$ cat config.mk
export PLATFORM = sky130hd
export DESIGN_NAME = shiftreg_dyn
export DESIGN_NICKNAME = d
export VERILOG_FILES = /design/src/rtl/shiftreg_dyn.sv
export SDC_FILE = /design/constraint.sdc
export NUM_CORES = 1
export LEC_CHECK = 0
export BUFFER_PORTS_ARGS = -buffer_cell sky130_fd_sc_hd__buf_2
export CORE_UTILIZATION = 58
export DETAILED_ROUTE_END_ITERATION = 10
export HOLD_SLACK_MARGIN = 0.1
export MAX_ROUTING_LAYER = met4
export PLACE_DENSITY = 0.74
export SLEW_MARGIN = 10
export SYNTH_ARGS = -nofsm -noshare
export SYNTH_HDL_FRONTEND = slang
export SYNTH_SLANG_ARGS = --single-unit
$ cat constraint.sdc
create_clock -name clk -period 4.7 [get_ports clk]
set_input_delay 1.41 -clock clk [delete_from_list [all_inputs] [get_ports clk]]
set_output_delay 1.41 -clock clk [all_outputs]
set_load 0.05 [all_outputs]
$ cat src/rtl/shiftreg_dyn.sv
// Multi-lane, stall-aware delay line with a run-time programmable depth (0..MAXDELAY).
// Define SHIFTREG_DATA_RST_EN to clear the data array on reset as well as the valid tags.
module shiftreg_dyn #(
    parameter int unsigned LOGQ          = 32,
    parameter int unsigned LANES         = 1,
    parameter int unsigned MAXDELAY      = 16,
    parameter int unsigned DEFAULT_DELAY = 0,
    parameter int unsigned DW            = $clog2(MAXDELAY + 1)
) (
    input  logic                  clk,
    input  logic                  rst_n,
    input  logic                  en,
    input  logic                  delay_ld,
    input  logic [DW-1:0]         delay_i,
    input  logic                  in_valid,
    input  logic [LANES*LOGQ-1:0] data_in,
    output logic                  out_valid,
    output logic [LANES*LOGQ-1:0] data_out,
    output logic                  busy,
    output logic [DW-1:0]         cur_delay
);

    localparam int unsigned DATA_W = LANES * LOGQ;
    localparam int unsigned PW     = (MAXDELAY > 1) ? $clog2(MAXDELAY) : 1;

    typedef enum logic {
        ST_FILL = 1'b0,
        ST_RUN  = 1'b1
    } state_e;

    state_e              state_q, state_d;
    logic [PW-1:0]       wp_q, wp_d;
    logic [DW-1:0]       cur_delay_q, cur_delay_d;
    logic [DW-1:0]       fill_cnt_q, fill_cnt_d;
    logic [MAXDELAY-1:0] valid_q;
    logic [DATA_W-1:0]   mem_q [MAXDELAY];

    logic [DW-1:0]       ld_delay;
    logic [PW-1:0]       rd_ptr;

    assign ld_delay = (32'(delay_i) > MAXDELAY) ? DW'(MAXDELAY) : delay_i;

    // Head slot is (wp - D) mod MAXDELAY; D == MAXDELAY lands on wp itself.
    always_comb begin
        if (32'(wp_q) >= 32'(cur_delay_q)) begin
            rd_ptr = PW'(32'(wp_q) - 32'(cur_delay_q));
        end else begin
            rd_ptr = PW'(32'(wp_q) + MAXDELAY - 32'(cur_delay_q));
        end
    end

    // Next-state: a load restarts the fill, and an enabled edge counts as one fill step.
    always_comb begin
        wp_d        = wp_q;
        cur_delay_d = cur_delay_q;
        fill_cnt_d  = fill_cnt_q;
        state_d     = state_q;
        if (en) begin
            wp_d = (wp_q == PW'(MAXDELAY - 1)) ? '0 : wp_q + PW'(1);
        end
        if (delay_ld) begin
            cur_delay_d = ld_delay;
            fill_cnt_d  = ld_delay;
        end
        if (en && (fill_cnt_d != '0)) begin
            fill_cnt_d = fill_cnt_d - DW'(1);
        end
        state_d = (fill_cnt_d == '0) ? ST_RUN : ST_FILL;
    end

    always_ff @(posedge clk or negedge rst_n) begin
        if (!rst_n) begin
            wp_q        <= '0;
            cur_delay_q <= DW'(DEFAULT_DELAY);
            fill_cnt_q  <= DW'(DEFAULT_DELAY);
            state_q     <= (DEFAULT_DELAY != 0) ? ST_FILL : ST_RUN;
        end else begin
            wp_q        <= wp_d;
            cur_delay_q <= cur_delay_d;
            fill_cnt_q  <= fill_cnt_d;
            state_q     <= state_d;
        end
    end

    // Flush clears every tag first; the same-edge write then lands on top of it.
    always_ff @(posedge clk or negedge rst_n) begin
        if (!rst_n) begin
            valid_q <= '0;
        end else begin
            if (delay_ld) begin
                valid_q <= '0;
            end
            if (en) begin
                valid_q[wp_q] <= in_valid;
            end
        end
    end

`ifdef SHIFTREG_DATA_RST_EN
    always_ff @(posedge clk or negedge rst_n) begin
        if (!rst_n) begin
            for (int i = 0; i < int'(MAXDELAY); i++) begin
                mem_q[i] <= '0;
            end
        end else if (en) begin
            mem_q[wp_q] <= data_in;
        end
    end
`else
    always_ff @(posedge clk) begin
        if (en) begin
            mem_q[wp_q] <= data_in;
        end
    end
`endif

    // Zero delay bypasses the array entirely.
    always_comb begin
        if (cur_delay_q == '0) begin
            out_valid = en & in_valid;
            data_out  = data_in;
        end else begin
            out_valid = en & valid_q[rd_ptr];
            data_out  = mem_q[rd_ptr];
        end
    end

    assign busy      = (state_q == ST_FILL);
    assign cur_delay = cur_delay_q;

endmodule

==> impl_results.md, run 1 <==
- Area share of and/or/nand/nor cells after synthesis: under 10%
- Fin crit share: 104%
- Fin. Hold Viols: 0
- # DRC: 1
- Seq/Total Area, Yosys: between 70% and 80%
- DRT iter0 DRCs: approximately 940
- Mapped cell area: 0.0214 mm^2
- CP arrival: 3.50 ns
- Outcome: complete, but fails checks
- Post-Synth XOR/XNOR Area: less than 1%
- Wire per inst: 29.0 um
- FMAX: slightly above 0.2 GHz
- Worst setup EP type: output pin
- Nets: about 1200
- Via count: roughly 11000
- Avg Cell Area, Syn: roughly 20 um^2
- I/O pin total: 81
- CORE AREA: ~0.037 mm^2
- Synth top area cells: edfxtp_1 (72%), mux4_2 (14%), dfrtp_1 (3.5%), nand2_1 (1.9%), mux2i_1 (1.6%)
- Commonest cells after routing, fill and taps aside: edfxtp_1 (512), mux4_2 (132), nand2_1 (101), clkbuf_16 (55), buf_2 (48)
- Post-synth top flop: edfxtp_1
- Mux share of post-synthesis cell area: 15.7%
- Largest family of logic cells by synthesized area: multiplexers
- Pre-antenna DRT Iters: 8
- Slew @ Worst Pin: between 0.8 and 0.9 ns
- RD Place Congestion: 0.743
- WS Path Type: reg2out
- Fill cells: ~2200
- CTS Buf Count: 53
- PortBufs: 80
- Min-Delay Path Class: reg2reg
- Worst hold slack: 0.536 ns
- Fin Clk Skew: between 0.015 and 0.02 ns
- VDD IR max: ~0.66 mV
- Count of different cell masters after synthesis: 47
- CTS tree: done
- Failing checks: DRC, setup timing
- Largest net degree at the start of global routing: a little under 50
- Antenna diodes: 0
- Clock root buffer: clkbuf_16
- Post-Route WL: between 40000 and 50000 um
- Layout cell share with drive strength beyond 1: 32.4%
- Slew Viols, Final: 0
- Synthesized-area fraction occupied by adder cells: less than 1%
- Later-pin clock latency in the skew report: 0.59 ns
- GRT Total Usage: 27.6%
- Die Span Y: between 150 and 200 um
- Die Width: between 150 and 200 um
- Rel. slew slack: between 40% and 50%
- Crit Path Max Fanout: 8
- Synthesized instance count: ~1100
- H-tree levels: 2
- Synth async-reset ratio: 5.71%
- Final ANT Viol Nets: 0
- CTS Sinks: 543
- Static leakage: ~8.3 nW
- Max Root-Sink Buffers: 3
- Warnings, synthesis: 0
- Largest area contributor in the netlist: edfxtp_1
- Seq cells post-synth: roughly 540
- Yosys top cell area share: 71.7%
- Commonest non-fill, non-tap cell in the layout: edfxtp_1
- CP Launch Type: flop
- Initial Util: 58.7%
- Storage element area: between 0.015 and 0.02 mm^2
- Setup ws final: -0.211 ns
- Post-synth EDFFs: slightly above 500
- Unrepaired setup endpoints after global routing: yes
- FP Rows: 70
- Vias per inst: 6.45
- Post-synthesis compound-gate area fraction: around 3.4%
- First-pass GRT wire length: slightly above 70000 um
- Clock transition at the registers of the reported paths: ~0.060 ns
- Initial antenna violation count: 0
- Vias in the first global route: 11400
- Period minus WS final: slightly below 5 ns
- Global route overflow: 0
- Total power: ~19 mW
- Max-cap violation count: 0
- Die area: around 0.038 mm^2
- Worst endpoint required time: about 3.3 ns
- Mapped Nets: 1106
- DP Wirelength: ~24000 um
- Area grow syn2layout: 17.6%
- Post-layout util: between 60% and 70%
- # setup viols final: 31
- Pwr/cell area: about 740 mW/mm^2
- Area occupied by multi-input gates: about 0.0052 mm^2
==> per-layer routing <==
metal | vias to the layer above | global-route usage [%] | share of wire (%) | wire length (um)
li1 | 4609 | - | - | -
met1 | 5760 | 37.4 | 40 | 19800
met2 | 532 | 44.2 | 50 | 24800
met3 | 100 | 3.93 | 7.4 | 3660
met4 | 0 | 8.38 | 2.5 | 1250
met5 | - | - | 0 | 0
==> sequential cells by signal (all words and copies together) (netlist names) <==
| register | flops |
|---|---|
| fill_cnt_q | 5 |
| valid_q | 16 |
| state_q | 1 |
| mem_q | 512 |
| wp_q | 4 |
| cur_delay | 5 |
==> through the flow <==
| stage | setup WS (ns) | TNS [ns] | instance area (um^2) | instances |
|---|---|---|---|---|
| 6_report | -0.211 | -3.06 | 25200 | 1705 |
| 4_1_cts | -0.234 | -5.10 | 25200 | 1705 |
| 5_1_grt | -0.291 | -6.08 | 25200 | 1705 |
| 3_3_place_gp | 0.306 | 0 | 22700 | 1581 |
| 3_5_place_dp | 0.265 | 0 | 22700 | 1581 |
| 2_1_floorplan | 0.0244 | 0 | 21400 | 1054 |
==> synthesized netlist by cell type (3+ instances only) <==
cell,n
mux4_2,132
mux2i_1,35
dfrtp_1,30
ha_1,9
clkbuf_1,23
xnor2_1,6
nand2b_1,3
buf_4,6
nor3_1,7
nor2_1,14
nand2_1,111
edfxtp_1,512
o21ai_1,4
buf_2,24
a32oi_1,32
o21ai_0,23
inv_1,12
buf_6,4
o21a_1,32
a21oi_1,3
==> power breakdown <==
| group | total [mW] | switching, mW | internal [mW] | leakage (nW) |
|---|---|---|---|---|
| combinational | 8.79 | 4.96 | 3.83 | 2.51 |
| clock | 4.03 | 1.77 | 2.26 | 0.797 |
| sequential | 5.90 | 0.131 | 5.77 | 5.03 |
==> cell type report <==
class,instances,area share [%]
clock inverter,28,0.824
inverter,13,0.194
sequential,543,64.1
clock buffer,71,5.69
tap,468,2.32
multi-input combinational,441,20.7
timing repair buffer,141,6.17
==> logic make-up after synthesis <==
family	Yosys count
multiplexers	170
buffers and inverters	71
XOR/XNOR	8
AND/OR/NAND/NOR	152
AO/OA/AOI/OAI	100
adder cells (fa/ha/maj)	10
flip-flops	543
==> repair_timing <==
action                                 CTS  global route
setup endpoints to repair               33            33
resized for setup                      101            16
gates cloned                            12             2
buffers inserted                        13             4
hold buffers                             0             0
endpoints found under the hold margin    0             0
pin swaps                               13            18
==> final timing paths <==
kind / startpoint / end / slack [ns] / cells past startpoint
worst max-delay path: wp_q[0]$_DFFE_PN0P_ / data_out[2] / -0.21 / 14
worst min-delay path: valid_q[14]$_DFF_PN0_ / valid_q[14]$_DFF_PN0_ / 0.54 / 2
worst max register to register: wp_q[0]$_DFFE_PN0P_ / mem_q[14][16]$_DFFE_PP_ / 2.21 / 6
worst min register to register: valid_q[14]$_DFF_PN0_ / valid_q[14]$_DFF_PN0_ / 0.54 / 2
max in group asynchronous: rst_n / cur_delay[0]$_DFFE_PN0P_ / 3.30 / 1
min in group asynchronous: rst_n / valid_q[2]$_DFF_PN0_ / 0.88 / 1
==> worst max-delay path: stages, from the launching register on <==
cell and delay [ns]:
dfrtp_2 0.42, inv_2 0.08, ha_4 0.12, inv_2 0.03, fa_4 0.77, buf_12 0.13
buf_12 0.11, buf_12 0.10, buf_12 0.11, buf_16 0.13, mux4_2 0.30, mux2i_1 0.20
a32oi_1 0.08, o21a_1 0.17, buf_6 0.17
Power figures use the tool's default switching activity.
==> run 2, diff against run 1 <==
--- a/config.mk
+++ b/config.mk
@@ -12,4 +12,5 @@
 export MAX_ROUTING_LAYER = met4
 export PLACE_DENSITY = 0.74
+export SKIP_LAST_GASP = 1
 export SLEW_MARGIN = 10
 export SYNTH_ARGS = -nofsm -noshare
==> constraint.sdc (replaced) <==
create_clock -name clk -period 4.7 [get_ports clk]
set_input_delay 0.47 -clock clk [delete_from_list [all_inputs] [get_ports clk]]
set_output_delay 0.47 -clock clk [all_outputs]
set_load 0.05 [all_outputs]
==> run 2 against run 1 <==
Effect of this change:
- the run now ends clean
- wire length is 8.1% lower
- cell area down 3.3%
- non-clock buffer count down 27
- clock-buffer cell count fell by 3
- clock skew decreased by 0.0083 ns
- sequential power about the same
- critical path depth down 6
- total power is 8.6% lower
- critical path type unchanged
- largest cell class unchanged
==> impl_results.md, run 2 (synthesized netlist as in run 1, its figures left out) <==
- Outcome: finished, final reports clean
- DP Wirelength: 24700 um
- WS Path Type: reg2out
- Switching power: 6.29 mW
- CTS Sinks: roughly 540
- CORE AREA: approximately 0.037 mm^2
- Unrepaired setup endpoints after global routing: no
- GRT Total Usage: between 20% and 30%
- Post-cts repair resize count: 0
- Initial antenna violation count: 1
- Fin Clk Skew: between 0.01 and 0.015 ns
- Layout cell share with drive strength beyond 1: between 20 and 30%
- Commonest cells after routing, fill and taps aside: edfxtp_1 (512), mux4_2 (132), nand2_1 (110), buf_2 (80), clkbuf_16 (53)
- Fin. Hold Viols: 0
- Design area: about 0.024 mm^2
- Max reg flops: between 500 and 600
- Max-cap violation count: 0
- I/O pin total: 81
- Setup ws final: around 0.38 ns
- Slew Viols, Final: 0
- CP arrival: 3.85 ns
- Switching Share: 36.8%
- Placed cell areas: ~0.023 mm^2
- Min-Delay Path Class: in2reg
- Commonest non-fill, non-tap cell in the layout: edfxtp_1
- Slew @ Worst Pin: a little over 1 ns
- First-pass GRT wire length: just under 70000 um
- RD Place Congestion: between 0.7 and 0.8
- Part of the power in registers: about 35%
- CTS Buf Count: 53
- Period minus WS final: between 4 and 5 ns
- Rel. slew slack: a little under a third
- Placed instance count: approximately 1600
- Later-pin clock latency in the skew report: roughly 0.60 ns
- Setup Slack @ Placement: approximately 1.0 ns
- Via count: around 11000
- Hold-fix buffers at CTS: 1
- # setup viols final: 0
- Crit Path Max Fanout: 12
- H-tree levels: 2
- Setup Total Neg Slack: 0 ns
- Post-Route WL: 45400 um
- FP Rows: 70
- Clock root buffer: clkbuf_16
- Die Span Y: just under 200 um
- Total power: 17.1 mW
- Clk pwr share: between 20 and 25%
- Worst setup EP type: output pin
- Most flop-heavy register: mem_q
- DRT iter0 DRCs: around 830
- VDD IR max: between 0.5 and 0.6 mV
- Vias in the first global route: 11100
- Clock transition at the registers of the reported paths: about 0.060 ns
- PortBufs: 80
- CP Launch Type: flop
- Worst endpoint required time: roughly 4.2 ns
- Global route overflow: 0
- Pre-antenna DRT Iters: 4
- Fin cells: 1678
- Nets: 1217
- Final ANT Viol Nets: 0
- Post-layout util: about 67%
- Int Pwr: between 10 and 15 mW
- Die area: ~0.038 mm^2
- Area grow syn2layout: 13.6%
- Max Root-Sink Buffers: 3
- Setup Fix Bufs, Post-CTS: 0
- Vias per inst: 6.33
- Die Width: 194 um
- Biggest regs: mem_q: 512 flops, valid_q: 16 flops
- FMAX: 0.232 GHz
- Pwr/cell area: 702 mW/mm^2
- Static leakage: about 8 nW
- # DRC: 0
- Worst hold slack: ~0.12 ns
- CTS tree: done
- Wire per inst: 27.1 um
- Combinational share of power: ~40%
- Fin crit share: 91.8%
- Initial Util: 58.7%
- Largest net degree at the start of global routing: 63
-- run 2: changes by cell type in the layout (fill, tap and decap cells not counted), moves of 4 or more --
cell	change
bufinv_16	+4
buf_6	-32
a32oi_1	+4
buf_16	-11
mux2i_2	-10
a32oi_2	-4
nand2_1	+9
buf_2	+32
mux2i_1	+10
nand2_2	-9
buf_12	-11
-- run 2: final cells by class --
type                       count  area (um^2)
inverter                      13         48.8
multi-input combinational    440         5100
clock inverter                31          319
fill                        2330        12200
antenna                        1         2.50
sequential                   543        16200
timing repair buffer         114          746
clock buffer                  68         1400
tap                          468          586
-- run 2: worst paths after layout --
check                                       from                  endpoint  slack (ns)  cells past startpoint
min in group asynchronous                  rst_n      valid_q[6]$_DFF_PN0_        0.45                      2
min reg2reg                valid_q[14]$_DFF_PN0_     valid_q[14]$_DFF_PN0_        0.54                      2
max                          wp_q[2]$_DFFE_PN0P_              data_out[11]        0.38                      8
max in group asynchronous                  rst_n  cur_delay[2]$_DFFE_PN0P_        3.80                      2
min                                   delay_i[3]  cur_delay[3]$_DFFE_PN0P_        0.12                      3
max reg2reg                  wp_q[0]$_DFFE_PN0P_    mem_q[8][25]$_DFFE_PP_        2.01                      5
-- run 2: worst max-delay path, cell delays in order (launching register included) --
cell and delay [ns]:
dfrtp_1 0.62, ha_1 0.45, and3b_1 0.26, or3_4 0.41, a21oi_4 0.53, buf_4 0.37, a32oi_1 0.23, o21a_1 0.16
buf_2 0.20
-- run 2: layer usage --
layer,global-route usage (%),vias up,part of all wire [%]
met5,-,-,0
met1,35.6,5544,40
met2,40.6,462,50
li1,-,4533,-
met4,7.03,0,2.0
met3,4.51,80,8.1
-- run 2: power by group through the flow --
stage          clock network [mW]  registers (mW)  logic, mW
6_report                     4.21            5.91       6.98
2_1_floorplan                   0            5.97       5.22
3_5_place_dp                    0            6.01       7.01
4_1_cts                      4.26            5.92       7.07
5_1_grt                      4.44            5.94       7.42
3_3_place_gp                    0            5.98       6.99
==> run 3, diff against run 2 <==
- RECOVER_POWER: not set -> 100
==> run 3 against run 2 <==
Effect of this change:
- utilization fell by 0.67 points
- critical path type unchanged
- register-to-register slack got worse by 1.6 ns
- clock skew barely moved
- the run now ends with capacitance limit, slew limit left
- first-iteration DRC count rose by 3.3%
==> impl_results.md, run 3 (synthesized netlist as in run 1, its figures left out) <==
- Switching power: 6.26 mW
- Vias per inst: approximately 6.3
- Pwr/cell area: approximately 710 mW/mm^2
- Rel. slew slack: -93.9%
- Layout cell share with drive strength beyond 1: between 20% and 30%
- Largest net degree at the start of global routing: between 60 and 70
- Clock root buffer: clkbuf_16
- Min-Delay Path Class: in2reg
- RD Place Congestion: ~0.77
- I/O pin total: slightly above 80
- CTS Sinks: approximately 540
- Crit Path Max Fanout: 12
- Worst endpoint required time: 4.23 ns
- Vias in the first global route: between 10000 and 15000
- Nets: around 1200
- Reg2reg start: wp_q[1]$_DFFE_PN0P_
- FMAX: ~0.22 GHz
- Area grow syn2layout: 12.5%
- Part of the power in registers: about a third
- Fin crit share: 96.7%
- Unrepaired setup endpoints after global routing: no
- Commonest cells after routing, fill and taps aside: edfxtp_1 (512), mux4_2 (132), nand2_1 (110), clkbuf_1 (78), clkbuf_16 (53)
- PortBufs: 80
- Most flop-heavy register: mem_q
- Pre-antenna DRT Iters: 5
- Outcome: complete, but fails checks
- Setup ws final: between 0.15 and 0.2 ns
- Failing checks: capacitance limit, slew limit
- Via count: ~11000
- Worst R2R Setup Slack: roughly 0.4 ns
- # DRC: 0
- CORE AREA: 0.0365 mm^2
- Max reg flops: between 500 and 600
- Clk pwr share: 24.7%
- Biggest regs: mem_q: 512 flops, valid_q: 16 flops
- Commonest non-fill, non-tap cell in the layout: edfxtp_1
- CTS Buf Count: 53
- Static leakage: 7.81 nW
- Max-cap violation count: 17
- Post-cts repair resize count: 0
- DRT iter0 DRCs: between 800 and 900
- CP Launch Type: flop
- Clock transition at the registers of the reported paths: approximately 0.060 ns
- Setup Slack @ Placement: about 1.0 ns
- Die Width: approximately 200 um
- Wire per inst: between 20 and 30 um
- CP arrival: roughly 4 ns
- Post-Route WL: ~45000 um
- Fin Clk Skew: between 0.01 and 0.015 ns
- Slew Viols, Final: roughly 370
- Slew @ Worst Pin: between 2 and 3 ns
- Combinational share of power: roughly 40%
- DP Wirelength: between 20000 and 25000 um
- R2r endpoint: mem_q[15][23]$_DFFE_PP_
- GRT Total Usage: 25.8%
- Later-pin clock latency in the skew report: roughly 0.60 ns
- Period minus WS final: around 4.5 ns
- Crit path to: data_out[9]
- Max Root-Sink Buffers: 3
- Beginning of the critical path: wp_q[2]$_DFFE_PN0P_
- Fill cells: about 2400
- # setup viols final: 0
- Switching Share: approximately 37%
- Storage element area: between 0.015 and 0.02 mm^2
- FP Rows: 70
- Initial antenna violation count: 1
- CTS tree: done
- Global route overflow: 0
- Fin. Hold Viols: 0
- WS Path Type: reg2out
- Post-layout util: about 66%
- Area occupied by multi-input gates: between 0.004 and 0.005 mm^2
- Setup Total Neg Slack: 0 ns
- Final ANT Viol Nets: 0
- VDD IR max: ~0.57 mV
- First-pass GRT wire length: between 60000 and 70000 um
- Die Span Y: 194 um
- Worst setup EP type: output pin
- H-tree levels: 2
- Initial Util: between 50 and 60%
- FF-to-FF path depth: 4
- Die area: about 0.038 mm^2
- Int Pwr: about 11 mW
## run 3: changes by cell type in the layout (fill, tap and decap cells not counted), sizes merged
cell,delta
buf,-85
clkbuf,+85
## run 3: layout make-up
cell class / instances / share of cell area (%)
Antenna cell: 1 / 0.0104
Clock buffer: 68 / 5.82
Clock inverter: 31 / 1.32
Inverter: 13 / 0.202
Multi-Input combinational cell: 440 / 20.7
Sequential cell: 543 / 67.0
Tap cell: 468 / 2.43
Timing Repair Buffer: 114 / 2.54
## run 3: routing by layer
metal,GRT usage (%),vias to the layer above,wire [um]
met5,-,-,0
met4,7.03,0,903
met3,4.51,80,3170
met2,40.6,390,22700
met1,35.6,5644,18700
li1,-,4533,-
## run 3: how the worst min path moves through the flow
stage                    startpoint                       end  slack [ns]  depth (start not counted)
6_report                 delay_i[3]  cur_delay[3]$_DFFE_PN0P_        0.12                          3
5_1_grt                  delay_i[3]  cur_delay[3]$_DFFE_PN0P_        0.13                          3
4_1_cts                  delay_i[3]  cur_delay[3]$_DFFE_PN0P_        0.11                          3
3_5_place_dp   valid_q[5]$_DFF_PN0_      valid_q[5]$_DFF_PN0_        0.53                          2
3_3_place_gp   valid_q[5]$_DFF_PN0_      valid_q[5]$_DFF_PN0_        0.52                          2
2_1_floorplan                 rst_n  cur_delay[0]$_DFFE_PN0P_        0.17                          0
## run 3: what timing repair did
item | 4_1_cts | 5_1_grt
setup endpoints to repair | 0 | 0
buffers inserted | 0 | 0
hold buffers | 1 | 0
endpoints found under the hold margin | 30 | 0
## run 3: stage by stage
stage	instances	hold WS, ns	cell area [um^2]	power, mW
global placement	1577	0.521	22600	13.0
finish	1678	0.120	24100	17.0
CTS	1677	0.105	24400	17.2
floorplan	1054	0.174	21400	11.2
detailed placement	1577	0.531	22600	13.0
global route	1678	0.133	24100	17.7
## run 3: worst max-delay path, stage by stage, from the launching register on
cell	delay, ns
dfrtp_1	0.57
ha_1	0.44
and3b_1	0.26
or3_4	0.41
a21oi_4	0.55
clkbuf_2	0.52
a32oi_1	0.30
o21a_1	0.18
clkbuf_2	0.23
## run 3: power by group through the flow
| stage | clock (mW) | combinational, mW | sequential [mW] |
|---|---|---|---|
| 2_1_floorplan | 0 | 5.22 | 5.97 |
| 3_3_place_gp | 0 | 6.99 | 5.98 |
| 3_5_place_dp | 0 | 7.01 | 6.01 |
| 4_1_cts | 4.26 | 7.07 | 5.92 |
| 5_1_grt | 4.44 | 7.30 | 5.96 |
| 6_report | 4.21 | 6.88 | 5.93 |
